===== config.mk =====
export PLATFORM = sky130hd
export DESIGN_NAME = candidate_generator
export DESIGN_NICKNAME = d
export VERILOG_FILES = /design/src/rtl/candidate_generator.sv
export SDC_FILE = /design/constraint.sdc
export NUM_CORES = 1
export LEC_CHECK = 0
export BUFFER_PORTS_ARGS = -buffer_cell sky130_fd_sc_hd__buf_2
export CORE_MARGIN = 1
export CORE_UTILIZATION = 55
export DETAILED_ROUTE_END_ITERATION = 8
export GPL_TIMING_DRIVEN = 0
export PLACE_DENSITY = 0.78
export SKIP_CTS_REPAIR_TIMING = 1
export SLEW_MARGIN = 20
export SYNTH_ARGS = -nofsm -noshare
export SYNTH_HDL_FRONTEND = slang
export SYNTH_SLANG_ARGS = --single-unit

===== constraint.sdc =====
create_clock -name clk -period 3.2 [get_ports clk]
set_clock_uncertainty 0.15 [all_clocks]
set_input_delay 0.96 -clock clk [delete_from_list [all_inputs] [get_ports clk]]
set_output_delay 0.96 -clock clk [all_outputs]
set_load 0.1 [all_outputs]

===== src/rtl/candidate_generator.sv =====
// Odometer-order candidate string generator feeding the initial-hash pipeline.
// Emits one 8-char, 7-bit-per-char candidate per enabled cycle over a fixed charset.
module candidate_generator #(
  parameter int unsigned CHARSET_SIZE = 37
) (
  input  logic        clk,
  input  logic        rst,
  input  logic        start,
  input  logic        stop,
  input  logic        en,
  input  logic [55:0] prefix,
  input  logic [3:0]  free_cnt,
  output logic [55:0] chars,
  output logic        valid,
  output logic        busy,
  output logic        done,
  output logic [47:0] count
);

  typedef enum logic {IDLE, RUN} state_t;

  localparam logic [5:0] LAST_IDX = 6'(CHARSET_SIZE - 1);

  state_t      r_state, w_state_nxt;
  logic [55:0] r_prefix, w_prefix_nxt;
  logic [3:0]  r_free, w_free_nxt;
  logic [5:0]  r_digit [8];
  logic [5:0]  w_digit_nxt [8];
  logic [5:0]  w_digit_inc [8];
  logic [55:0] r_chars, w_chars_nxt;
  logic        r_valid, w_valid_nxt;
  logic        r_done, w_done_nxt;
  logic [47:0] r_count, w_count_nxt;

  logic [7:0]  w_free_mask;
  logic [55:0] w_cand;
  logic        w_last;

  function automatic logic [6:0] idx2char(input logic [5:0] idx);
    if (idx < 6'd26)      return 7'h61 + 7'(idx);
    else if (idx < 6'd36) return 7'h30 + 7'(idx - 6'd26);
    else                  return 7'h5F;
  endfunction

  // Position k varies when k >= 8-F; r_free never exceeds 8, so the sum fits in 4 bits.
  always_comb begin
    w_free_mask = '0;
    w_cand      = '0;
    w_last      = 1'b1;
    for (int unsigned i = 0; i < 8; i++) begin
      w_free_mask[i] = (4'(i) + r_free) >= 4'd8;
      w_cand[7*i +: 7] = w_free_mask[i] ? idx2char(r_digit[i]) : r_prefix[7*i +: 7];
      if (w_free_mask[i] && (r_digit[i] != LAST_IDX))
        w_last = 1'b0;
    end
  end

  // Ripple carry from position 7 (least significant) toward position 0.
  always_comb begin
    logic       carry;
    logic [2:0] k;
    carry = 1'b1;
    k     = 3'd0;
    for (int unsigned i = 0; i < 8; i++) w_digit_inc[i] = r_digit[i];
    for (int unsigned i = 0; i < 8; i++) begin
      k = 3'(7 - i);
      if (w_free_mask[k] && carry) begin
        if (r_digit[k] == LAST_IDX) begin
          w_digit_inc[k] = '0;
        end else begin
          w_digit_inc[k] = r_digit[k] + 6'd1;
          carry          = 1'b0;
        end
      end
    end
  end

  always_comb begin
    w_state_nxt  = r_state;
    w_prefix_nxt = r_prefix;
    w_free_nxt   = r_free;
    w_digit_nxt  = r_digit;
    w_chars_nxt  = r_chars;
    w_valid_nxt  = 1'b0;
    w_done_nxt   = 1'b0;
    w_count_nxt  = r_count;
    case (r_state)
      IDLE: begin
        if (start) begin
          w_prefix_nxt = prefix;
          w_free_nxt   = (free_cnt > 4'd8) ? 4'd8 : free_cnt;
          w_digit_nxt  = '{default: '0};
          w_count_nxt  = '0;
          w_state_nxt  = RUN;
        end
      end
      RUN: begin
        if (stop) begin
          w_state_nxt = IDLE;
        end else if (en) begin
          w_chars_nxt = w_cand;
          w_valid_nxt = 1'b1;
          w_count_nxt = r_count + 48'd1;
          if (w_last) begin
            w_done_nxt  = 1'b1;
            w_state_nxt = IDLE;
          end else begin
            w_digit_nxt = w_digit_inc;
          end
        end
      end
      default: w_state_nxt = IDLE;
    endcase
  end

  always_ff @(posedge clk) begin
    if (rst) begin
      r_state  <= IDLE;
      r_prefix <= '0;
      r_free   <= '0;
      r_digit  <= '{default: '0};
      r_chars  <= '0;
      r_valid  <= 1'b0;
      r_done   <= 1'b0;
      r_count  <= '0;
    end else begin
      r_state  <= w_state_nxt;
      r_prefix <= w_prefix_nxt;
      r_free   <= w_free_nxt;
      r_digit  <= w_digit_nxt;
      r_chars  <= w_chars_nxt;
      r_valid  <= w_valid_nxt;
      r_done   <= w_done_nxt;
      r_count  <= w_count_nxt;
    end
  end

  assign chars = r_chars;
  assign valid = r_valid;
  assign done  = r_done;
  assign count = r_count;
  assign busy  = (r_state == RUN);

endmodule


==> flow_summary.yaml <==
pwr:
  p_sw_share_pct: 28.2
  leakagePower_nw: 5.09
  seq_power_share_pct: 44.7
  combPwrFrac_pct: 11.8
  power.switching_mw: 1.76
  p_per_area_nw_per_um2: 479
  clkPwrFrac_pct: 43.5
  p_int_mw: 4.47
  irDropWorstVdd_mv: 0.358
global_routing:
  grt_use_total_pct: 30.8
  grt_pass1_vias: 9521
  grt_pass1_wl_um: 49800
  antenna_found_initial: 0
  overflow: 0
  grt_max_degree: 16
route:
  viasPerCell: 5.89
  drtIter0Drc: 955
  drtPass1Iterations: 7
  vias: 10800
  drt_wl_total_um: 32600
  ant_nets: 0
  drc: 0
  wl_per_cell_um: 17.7
sta:
  setup_viol: 0
  period_share_pct: 98.6
  layout_min_cycle_time_ps: 3150
  worst_pin_slew_ps: 966
  slew_viol_final: 0
  max_freq_mhz: 317
  rsz0062_at_grt: "false"
  hold_slack_ps: 300
  hold_violations: 0
  relSlewSlack_pct: 35.6
layout:
  seq_area_um2: 4300
  nNetsFinal: 1656
  n_antenna_cell: 0
  drive_gt1_share_pct: 18.6
  multiInputGateArea_um2: 6170
  finalNonFillerCells: 1839
  fillers: 1721
  area_growth_syn_to_layout_pct: 17.7
floorplan:
  ios: 172
  die_y_um: 144
  dieArea_um2: 20700
  start_util_pct: 56.4
  core_region_area_um2: 19600
  rows: 51
  die_w_um: 144
setup_path:
  r2r-start: "busy"
  crit_chain: "buf_2 -> nand3b_1 -> clkbuf_1 -> clkbuf_1 -> buf_1 -> nand2_1 -> a21oi_1"
  crit_path_start_kind: "register"
  worst-setup-path-type: "reg -> reg"
  cpMostUsedCell: "clkbuf_1"
  r2r_cells: 7
  worstSetupEndpointType: "register"
  cp_max_fo: 10
  crit_required_ps: 3500
  r2r-end: "chars[48]"
  r2r_slack_ps: 50
  critical_path_arrival_ps: 3460
  cpMaxStageDelayCell: "clkbuf_1"
  critPathMaxStageDelay_ps: 750
logic_synthesis:
  synth_top_area_share_pct: 38.9
  syn_area_um2: 11100
  yosysTopAreaCell: "dfxtp_1"
  synth-edff-count: 0
  ys_warn_count: 0
  avgSynthCellArea_um2: 8.12
  syn_nets: 1460
  ys_ff_latch: 215
  synthTopCellsByArea: "dfxtp_1 (39%), nand2_1 (8.2%), a21oi_1 (6.7%)"
  synth_async_sr_flop_share_pct: 0
  synth_ff_type: "dfxtp_1"
  yosysSeqAreaShare_pct: 38.9
  synth_cell_type_count: 91
  postSynthCellCount: 1361
cts:
  cts_tree: "done"
  numCtsBuffers: 23
  cts_sinks: 215
  cts-root-buf: "clkbuf_16"
  clk-insertion-delay-late_ps: 530
  htree_levels: 1
  path_clk_slew_ps: 60
  cts_max_path_buffers: 3
run_status:
  status: "finished, final reports clean"
placed_design:
  place_inst: 1797
  dp_hpwl_um: 23200
  gp_congestion: 0.947
  io_buffer_count: 171
job:
  cap_violations: 0
min_path:
  whs_endpoint: "chars[22]"
  hold_path_startpoint: "chars[22]"
  holdPathStages: 2
  min_path_type: "reg -> reg"
==> stage by stage <==
step / setup WS (ps) / TNS (ps) / total power [mW] / area (um^2) / utilization [%]
2_1_floorplan: 240 / 0 / 3.33 / 11100 / -
3_3_place_gp: -367 / -12190 / 3.55 / 12200 / 62.5
3_5_place_dp: -455 / -14610 / 3.56 / 12200 / 62.5
4_1_cts: 122 / 0 / 6.22 / 13000 / 66.3
5_1_grt: 0.987 / 0 / 6.40 / 13000 / 66.4
6_report: 45.8 / 0 / 6.23 / 13000 / 66.4
==> state kept, by name, indices dropped and copies added, names as in the netlist <==
signal	flops
busy	1
done	1
r_prefix	56
valid	1
r_free	4
r_digit	48
chars	56
count	48
==> routing by layer <==
metal  vias up  global-route usage [%]  share of wire [%]
met1      5047                    43.3                 45
met2       468                    48.4                 44
met4         0                    9.91                2.7
met3        79                    4.13                8.1
met5         -                       0                  0
li1       5229                       -                  -
==> worst max path at each step <==
stage                  start        end  slack (ps)  cells after the start
floorplan           count[6]  count[32]         240                      6
global placement        stop   chars[1]        -370                      7
detailed placement      stop  chars[51]        -450                      7
CTS                     stop  chars[22]         120                      7
global route            busy  chars[51]           1                      7
finish                  busy  chars[48]          50                      7
==> Yosys cell counts (all sizes together), types with 4 or more instances <==
library cell    n
nand2         240
dfxtp         215
a21oi         151
nor2          113
clkbuf         61
o21ai          52
nand3          44
inv            39
xor2           35
buf            34
ha             34
nand4          24
o221ai         24
xnor2          24
a31oi          23
a211oi         19
mux2i          16
o211ai         15
and3           14
nor3           13
a311oi         12
or2            11
or3            11
and2            9
a21o            8
nand2b          8
nor4            8
and4            7
nor2b           7
o22ai           5
o32ai           5
a2111oi         4
a221oi          4
a22oi           4
a31o            4
nand3b          4
nor4b           4
o21a            4
o311ai          4
==> worst max-delay path: cells and delay by family (launching register included) <==
kind / cells / cell delay [ps]
DFF: 1 / 370
buffers and inverters: 4 / 2030
AOI/OAI and AO/OA: 1 / 160
and+or+nand+nor: 2 / 370
==> cells by family after synthesis <==
kind of cell,share of synthesized area (%)
and+or+nand+nor,22.8
AOI/OAI and AO/OA,22.6
DFF,38.9
buffers and inverters,5.23
xor gates and xnor gates,4.81
adders and majority gates,3.85
muxes,1.75
==> layout make-up <==
type,count,area share (%)
Tap cell,265,2.55
Sequential cell,215,33.1
Clock inverter,16,1.15
Inverter,40,1.15
Buffer,95,3.36
Timing Repair Buffer,171,6.58
Multi-Input combinational cell,1011,47.4
Clock buffer,26,4.67
==> power by group through the flow <==
stage	sequential (mW)	combinational (mW)	clock [mW]
2_1_floorplan	2.96	0.376	0
3_3_place_gp	2.84	0.710	0
3_5_place_dp	2.84	0.716	0
4_1_cts	2.78	0.720	2.72
5_1_grt	2.79	0.781	2.83
6_report	2.78	0.734	2.71
==> cell usage in the layout (no fill, tap or decap), types with 8 or more instances in the layout <==
master     count
o21ai_1       11
dfxtp_1      215
or2_2          9
nand2_1      240
and2_1         9
nand3_1       44
a211oi_1      17
a311oi_1      11
nor3_1        12
clkbuf_16     23
a31oi_1       21
o221ai_1      24
a21oi_1      149
buf_2        186
o211ai_1      14
nand2b_1       8
nor2_1       111
clkbuf_1      59
mux2i_1       16
xnor2_1       22
ha_1          34
nand4_1       23
o21ai_0       39
inv_1         39
buf_1         11
a21o_1         8
xor2_1        35
and3_1        14
or3_1         11
(Power assumes the default switching activity.)
